File: config.mk
export PLATFORM = sky130hd
export DESIGN_NAME = serial_add_ctrl
export DESIGN_NICKNAME = d
export VERILOG_FILES = /design/src/rtl/serial_add_ctrl.sv
export SDC_FILE = /design/constraint.sdc
export NUM_CORES = 1
export LEC_CHECK = 0
export CORE_ASPECT_RATIO = 1.75
export CORE_MARGIN = 2
export CORE_UTILIZATION = 46
export CTS_CLUSTER_DIAMETER = 200
export DETAILED_ROUTE_END_ITERATION = 7
export PLACE_DENSITY = 0.81
export SYNTH_ARGS = -nofsm -noshare
export SYNTH_HDL_FRONTEND = slang
export SYNTH_SLANG_ARGS = --single-unit
File: constraint.sdc
create_clock -name clk -period 1.2 [get_ports clk]
set_input_delay 0.24 -clock clk [delete_from_list [all_inputs] [get_ports clk]]
set_output_delay 0.24 -clock clk [all_outputs]
set_load 0.02 [all_outputs]
File: src/rtl/serial_add_ctrl.sv
// Bit-serial adder: one full-adder step per clock, LSB first, IDLE/RUN/DONE control.
// Optional signed-overflow output enabled by defining SERIAL_ADD_OVF_EN.
module serial_add_ctrl #(
  parameter int WIDTH = 8
) (
  input  logic             clk,
  input  logic             rst_n,
  input  logic             start,
  input  logic [WIDTH-1:0] a,
  input  logic [WIDTH-1:0] b,
  input  logic             cin,
  output logic             busy,
  output logic             done,
  output logic [WIDTH-1:0] sum,
  output logic             cout
`ifdef SERIAL_ADD_OVF_EN
  ,
  output logic             ovf
`endif
);

  localparam int CNT_W = $clog2(WIDTH);
  localparam logic [1:0] IDLE = 2'd0;
  localparam logic [1:0] RUN  = 2'd1;
  localparam logic [1:0] DONE = 2'd2;
  localparam logic [CNT_W-1:0] LAST = CNT_W'(WIDTH - 1);

  logic [1:0]       state_q, state_d;
  logic [WIDTH-1:0] a_q, a_d;
  logic [WIDTH-1:0] b_q, b_d;
  logic [WIDTH-1:0] sum_q, sum_d;
  logic             carry_q, carry_d;
  logic             cout_q, cout_d;
  logic [CNT_W-1:0] cnt_q, cnt_d;
  logic [1:0]       fa_res;
`ifdef SERIAL_ADD_OVF_EN
  logic             ovf_q, ovf_d;
`endif

  // Returns {carry_out, sum_bit}.
  function automatic logic [1:0] full_add(input logic x, input logic y, input logic c);
    full_add = {(x & y) | (c & (x ^ y)), x ^ y ^ c};
  endfunction

  always_comb begin
    state_d = state_q;
    a_d     = a_q;
    b_d     = b_q;
    sum_d   = sum_q;
    carry_d = carry_q;
    cout_d  = cout_q;
    cnt_d   = cnt_q;
    fa_res  = full_add(a_q[0], b_q[0], carry_q);
`ifdef SERIAL_ADD_OVF_EN
    ovf_d   = ovf_q;
`endif
    case (state_q)
      IDLE: begin
        if (start) begin
          a_d     = a;
          b_d     = b;
          carry_d = cin;
          cnt_d   = '0;
          state_d = RUN;
        end
      end
      RUN: begin
        a_d     = a_q >> 1;
        b_d     = b_q >> 1;
        sum_d   = {fa_res[0], sum_q[WIDTH-1:1]};
        carry_d = fa_res[1];
        if (cnt_q == LAST) begin
          // Counter parks on the last index so it never wraps mid-operation.
          cout_d  = fa_res[1];
`ifdef SERIAL_ADD_OVF_EN
          ovf_d   = carry_q ^ fa_res[1];
`endif
          state_d = DONE;
        end else begin
          cnt_d = cnt_q + 1'b1;
        end
      end
      DONE:    state_d = IDLE;
      default: state_d = IDLE;
    endcase
  end

  always_ff @(posedge clk or negedge rst_n) begin
    if (!rst_n) begin
      state_q <= IDLE;
      a_q     <= '0;
      b_q     <= '0;
      sum_q   <= '0;
      carry_q <= 1'b0;
      cout_q  <= 1'b0;
      cnt_q   <= '0;
`ifdef SERIAL_ADD_OVF_EN
      ovf_q   <= 1'b0;
`endif
    end else begin
      state_q <= state_d;
      a_q     <= a_d;
      b_q     <= b_d;
      sum_q   <= sum_d;
      carry_q <= carry_d;
      cout_q  <= cout_d;
      cnt_q   <= cnt_d;
`ifdef SERIAL_ADD_OVF_EN
      ovf_q   <= ovf_d;
`endif
    end
  end

  assign busy = (state_q != IDLE);
  assign done = (state_q == DONE);
  assign sum  = sum_q;
  assign cout = cout_q;
`ifdef SERIAL_ADD_OVF_EN
  assign ovf  = ovf_q;
`endif

endmodule

==> flow_metrics.tcl, run 1 <==
set metrics [dict create \
    arrival_ns 1.55 \
    grtUsageMet1 0.221 \
    core_sq_um 3330 \
    grt_max_degree 32 \
    syn_inst 130 \
    ir_worst_vdd_mv 1.37 \
    seq_area_frac_synth 0.496 \
    holdCritPathClass "in2async" \
    fin_ws_ns -0.168 \
    fin_crit_ns 1.37 \
    antenna_found_initial 0 \
    met3_usage 0.0733 \
    die_h_um 81.1 \
    dp_cells 212 \
    io_pins 31 \
    antenna_cells 0 \
    cts_max_path_buffers 2 \
    busiest_layer "met2" \
    ys_warn_count 0 \
    path_class "reg2reg" \
    ant_nets 0 \
    skew_ns 0.00500 \
    dieWidth_um 48.1 \
    setup_viol 31 \
    synth_nets 153 \
    detail_route.wl_per_cell_um 18.9 \
    drv_cap 0 \
    worstMarginPinSlew_ns 0.455 \
    final_layout_size_suffix_gt1_frac 0.527 \
    dr_total_vias 1322 \
    syn_area_sq_um 1560 \
    start_util 0.470 \
    overflow 0 \
    clock_latency_ns 0.29 \
    layout.nets 206 \
    io_buffers 30 \
    final_core_util 0.737 \
    leakage_nw 1.05 \
    power.density_nw_per_um2 2470 \
    synth_seq_cells 31 \
    drt_iter0_drc 39 \
    fmax_mhz 731 \
    synth_area_per_cell_sq_um 12.0 \
    drc 0 \
    worstSetupStartpointType "flip-flop" \
    cp_max_fo 8 \
    drt_first_pass_iters 4 \
    first_global_vias 1375 \
    cp-end-kind "flip-flop" \
    final_hold_viol_count 0 \
    grt_pass1_wl_mm 6.21 \
    dieArea_sq_um 3900 \
    max_slew_margin 0.697 \
    rsz0062_at_grt "true" \
    clk_pin_slew_worst_paths_ns 0.07 \
    rows 28 \
    period_share 1.14 \
    cts_sinks 31 \
    dpl.hpwl_mm 2.64 \
    outcome "finished, violations left" \
    root_buffer "clkbuf_8" \
    final_cells 229 \
    viasPerCell 5.77 \
    wl_mm 4.33 \
    place_area_sq_um 2030 \
    final_cell_area_sq_um 2450 \
    slew_viol_final 0 \
    grt_use_met2 0.391 \
    cts_buffers 5 \
    synth.distinct_cells 26 \
    htree_levels 2 \
    gp_congestion 0.780 \
    area_growth_pct 56.9 \
    violations "setup timing" \
    cp.required_ns 1.38 \
    grt_use_total 0.233 \
    cts_tree "done" \
]
## power by group
| group | switching, mW | internal (mW) | leakage [nW] | total [mW] |
|---|---|---|---|---|
| registers | 0.361 | 1.55 | 0.360 | 1.91 |
| logic | 1.45 | 1.77 | 0.640 | 3.23 |
| clock network | 0.398 | 0.523 | 0.0515 | 0.921 |
## layout make-up
class | count | area, sq um
clock buffers | 8 | 100
fillers | 195 | 876
multi-input cells | 75 | 912
flip-flops and latches | 31 | 778
well taps | 45 | 56.3
inverters | 12 | 45.0
repair buffers | 58 | 561
## worst max-delay path, cell delays in order (launching register included)
cell and delay [ns]:
dfrtp_2 0.44, buf_6 0.14, or4b_1 0.53, o221a_2 0.14
## worst paths after layout
kind / from / endpoint / slack (ns) / depth (start not counted)
setup / recovery: state_q[1] / b_q[4] / -0.17 / 3
hold / removal: rst_n / b_q[7] / 0.31 / 2
setup reg to reg: state_q[1] / b_q[4] / -0.17 / 3
hold reg to reg: sum[0] / sum[0] / 0.51 / 1
max in group asynchronous: rst_n / state_q[1] / 0.72 / 2
min in group clk: sum[0] / sum[0] / 0.51 / 1
## synthesized netlist by cell type, drive strengths merged
library cell / instances / share of area
dfrtp: 31 / 0.50
inv: 12 / 0.029
nor3b: 10 / 0.048
buf: 9 / 0.042
mux2: 9 / 0.065
a211oi: 8 / 0.038
nor4b: 8 / 0.045
o221a: 7 / 0.050
or4b: 7 / 0.045
nand2b: 4 / 0.016
clkbuf: 3 / 0.0072
nand3: 3 / 0.0096
o221ai: 3 / 0.017
a211o: 2 / 0.011
ha: 2 / 0.016
nand2: 2 / 0.0048
nor4bb: 2 / 0.013
or2: 2 / 0.0080
a21oi: 1 / 0.0032
fa: 1 / 0.013
nand3b: 1 / 0.0048
nor2b: 1 / 0.0040
o21ba: 1 / 0.0064
o21bai: 1 / 0.0072
## state kept, by name, indices dropped and copies added (netlist names)
register	count
state_q	2
a_q	8
sum	8
b_q	8
carry_q	1
cout	1
cnt_q	3
## kinds of logic after synthesis
| kind of cell | Yosys count | synth area share |
|---|---|---|
| AO/OA/AOI/OAI | 23 | 0.134 |
| adder cells (fa/ha/maj) | 3 | 0.0288 |
| buffers and inverters | 24 | 0.0785 |
| flip-flops | 31 | 0.496 |
| multiplexers | 9 | 0.0649 |
| AND/OR/NAND/NOR | 40 | 0.198 |
## cell usage in the layout (no fill, tap or decap), types with 3 or more instances in the layout
| master | netlist | final |
|---|---|---|
| nor3b_2 | 0 | 3 |
| inv_1 | 12 | 11 |
| mux2_2 | 9 | 8 |
| nand2b_1 | 4 | 4 |
| clkbuf_8 | 0 | 7 |
| nor4b_2 | 0 | 3 |
| nor3b_1 | 10 | 7 |
| nand3_1 | 3 | 3 |
| buf_4 | 1 | 20 |
| or4b_1 | 7 | 6 |
| o221ai_2 | 0 | 3 |
| buf_2 | 5 | 5 |
| nor4b_4 | 0 | 5 |
| clkdlybuf4s50_1 | 0 | 18 |
| o221a_2 | 7 | 6 |
| dfrtp_1 | 31 | 29 |
| buf_6 | 3 | 5 |
| a211oi_2 | 0 | 7 |
## per-stage QoR
step / total power [mW] / TNS [ns] / setup WS [ns] / hold slack (ns)
after floorplan: 3.47 / -0.514 / -0.0848 / -0.0556
after CTS: 5.66 / -3.67 / -0.162 / 0.318
final: 6.06 / -3.80 / -0.168 / 0.308
after detailed placement: 4.42 / -10.91 / -0.571 / 0.497
after global placement: 4.24 / -9.49 / -0.443 / 0.491
after global routing: 6.41 / -5.19 / -0.228 / 0.313
## metal layers
layer  share of wire  wire (um)
met5               0          0
met4           0.045        195
met3           0.046        200
met2            0.56       2410
met1            0.35       1520
## timing repair
| item | CTS | global route |
|---|---|---|
| gates cloned | 2 | 1 |
| resized for setup | 64 | 29 |
| pin swaps | 9 | 7 |
| hold buffers | 0 | 0 |
| setup buffers | 4 | 3 |
| setup endpoints to repair | 39 | 38 |
No activity file was read; power rests on OpenSTA's default activity.
==> inputs of run 2 (changes only) <==
--- a/config.mk
+++ b/config.mk
@@ -5,6 +5,8 @@
 export SDC_FILE = /design/constraint.sdc
 export NUM_CORES = 1
 export LEC_CHECK = 0
+export ABC_AREA = 1
+export CAP_MARGIN = 20
 export CORE_ASPECT_RATIO = 1.75
 export CORE_MARGIN = 2
 export CORE_UTILIZATION = 46
==> run 2 against run 1 <==
Against the previous run:
- critical endpoint is now done
- clock power is 13% lower
- the flow still finishes with violations (setup timing)
- register-to-register slack improved by 0.05 ns
- non-clock buffer count rose by 2
- largest cell class unchanged
- design area rose by 6.3%
- via count up 17%
- hold slack lost 0.00062 ns
- power is 8.3% higher
==> flow_metrics.tcl, run 2 <==
set metrics [dict create \
    outcome "finished, violations left" \
    violations "setup timing" \
    detail_route.wl_per_cell_um 16.0 \
    synth.largest_area_cell "dfrtp_1" \
    layout.nets 278 \
    final_hold_viol_count 0 \
    crit_slowest_cell "dfrtp_1" \
    cts_tree "done" \
    final_common_cell "inv_1" \
    synth_area_leaders "dfrtp_1 (47%), nand3_1 (11%), nand2_1 (11%)" \
    core_sq_um 3400 \
    worstSetupStartpointType "flip-flop" \
    fmax_mhz 756 \
    power.density_nw_per_um2 2520 \
    cp.required_ns 0.96 \
    synth.distinct_cells 21 \
    leakage_nw 1.36 \
    synth_compound_area_frac 0.0335 \
    arrival_ns 1.08 \
    layout.cells.most_common_list "inv_1 (34), nand2_1 (30), dfrtp_1 (30), nand3_2 (26)" \
    holdCritPathClass "in2async" \
    synth_edf_count 0 \
    io_buffers 30 \
    max_slew_margin 0.831 \
    synth_top_family_by_area "simple AND/OR/NAND/NOR gates" \
    cpMostUsedCell "buf_6" \
    final_layout_size_suffix_gt1_frac 0.449 \
    yosys.area_share.simple 0.329 \
    synth_seq_cells 31 \
    area_growth_pct 58.5 \
    cp_max_fo 2 \
    synth_flop_cell "dfrtp_1" \
    muxShareOfSynthArea 0 \
    synth_area_per_cell_sq_um 8.39 \
    netlist_top_cells_count "nand2_1 (48), nand3_1 (37), inv_1 (36)" \
    skew_ns 0.00160 \
    rows 28 \
    dieWidth_um 49.2 \
    antenna_found_initial 0 \
    cts_hold_buf 0 \
    viasPerCell 5.16 \
    wl_mm 4.80 \
    seq_area_frac_synth 0.471 \
    ant_nets 0 \
    synth_fa_ha_area_frac 0.0274 \
    dp_cells 283 \
    fin_crit_ns 1.32 \
    ys_warn_count 0 \
    setup_viol 27 \
    synth-xor-area-share 0 \
    nFillCells 235 \
    async_flop_share 1.00 \
    start_util 0.484 \
    gp_congestion 0.785 \
    final_cells 301 \
    cp-end-kind "output pin" \
    grt_max_degree 32 \
    cts_sinks 31 \
    die_h_um 83.1 \
    syn_inst 196 \
    hold_ws_ns 0.307 \
    slew_viol_final 0 \
    dr_total_vias 1553 \
    antenna_cells 0 \
    dieArea_sq_um 4090 \
    power.total_mw 6.56 \
    clock_latency_ns 0.29 \
    fin_ws_ns -0.123 \
    first_global_vias 1480 \
    grt_pass1_wl_mm 6.73 \
    grt_use_total 0.213 \
    synth_most_common_cell "nand2_1" \
    htree_levels 2 \
    root_buffer "clkbuf_8" \
    final_core_util 0.767 \
    overflow 0 \
    path_cells "buf_6, inv_6, nor2_4, buf_6" \
    drv_cap 0 \
    synth_top_cell_area_share 0.471 \
    clk_pin_slew_worst_paths_ns 0.07 \
    path_class "reg2out" \
    drc 0 \
    cts_buffers 5 \
    drt_first_pass_iters 6 \
    io_pins 31 \
    worstMarginPinSlew_ns 0.253 \
    syn_area_sq_um 1650 \
    rsz0062_at_grt "true" \
    period_share 1.10 \
    synth_nets 219 \
    cp_slowest_stage_delay_ns 0.42 \
    cts_max_path_buffers 2 \
    dpl.hpwl_mm 2.48 \
    ir_worst_vdd_mv 1.56 \
    drt_iter0_drc 55 \
]
==> run 2: cell count changes in the layout (fill, tap and decap cells not counted), moves of 5 or more <==
cell	change
nand3_2	+26
nand2_2	+8
buf_2	-5
inv_1	+23
mux2_2	-8
or4b_1	-6
nand2_1	+28
nand2_4	+10
nand3_1	+16
a211oi_2	-7
nor3b_1	-7
o221a_2	-6
nor4b_4	-5
==> run 2: area by class of cell <==
| type | instances | area, sq um | area share |
|---|---|---|---|
| sequential | 31 | 777 | 0.298 |
| inverter | 38 | 153 | 0.0585 |
| multi-input combinational | 119 | 936 | 0.359 |
| clock inverter | 3 | 15.0 | 0.00576 |
| clock buffer | 5 | 68.8 | 0.0264 |
| timing repair buffer | 60 | 602 | 0.231 |
| tap | 45 | 56.3 | 0.0216 |
==> run 2: power breakdown <==
group          leakage, nW  internal [mW]  total (mW)  switching (mW)
Sequential           0.382           1.54        1.91           0.370
Combinational        0.926           1.73        3.85            2.12
Clock               0.0477          0.396       0.805           0.409
==> run 2: kinds of logic (layout without fill, tap and decap cells) <==
kind of cell | Yosys count | after routing
flops | 31 | 31
buf+inv | 47 | 106
compound gates | 11 | 11
fa+ha+maj | 3 | 3
simple gates | 104 | 105
==> run 2: path summary, 6_finish.rpt <==
path,start,end,slack (ns),depth (start not counted)
min,rst_n,sum[5],0.31,2
max reg2reg,state_q[1],a_q[0],-0.12,8
max in group asynchronous,rst_n,state_q[0],0.71,2
max,state_q[1],done,-0.12,4
min in group clk,cnt_q[1],cnt_q[1],0.49,2
min reg2reg,cnt_q[1],cnt_q[1],0.49,2
==> run 2: what timing repair did <==
| action | in CTS | in global routing |
|---|---|---|
| pin swaps | 2 | 17 |
| buffers inserted | 7 | 3 |
| endpoints found under the setup margin | 42 | 38 |
| gates cloned | 1 | 0 |
| resized for setup | 44 | 86 |
==> run 2: per-layer routing <==
metal	wire (um)	global-route usage	vias to the layer above
li1	-	-	735
met1	1790	0.244	764
met2	2680	0.362	39
met3	161	0.0414	15
met4	172	0.114	0
met5	0	0	-
==> run 2: through the flow <==
stage	cell area [sq um]	setup slack (ns)	TNS, ns
global route	2610	-0.180	-3.18
global placement	2100	-0.225	-4.25
finish	2610	-0.123	-1.71
floorplan	1650	0.0202	0
detailed placement	2100	-0.226	-4.54
CTS	2280	-0.0709	-0.698
==> run 2: worst max-delay path, delay by kind of cell, from the launching register on <==
family | cells | cell delay [ns]
DFF | 1 | 0.42
and+or+nand+nor | 1 | 0.09
buffers and inverters | 3 | 0.29
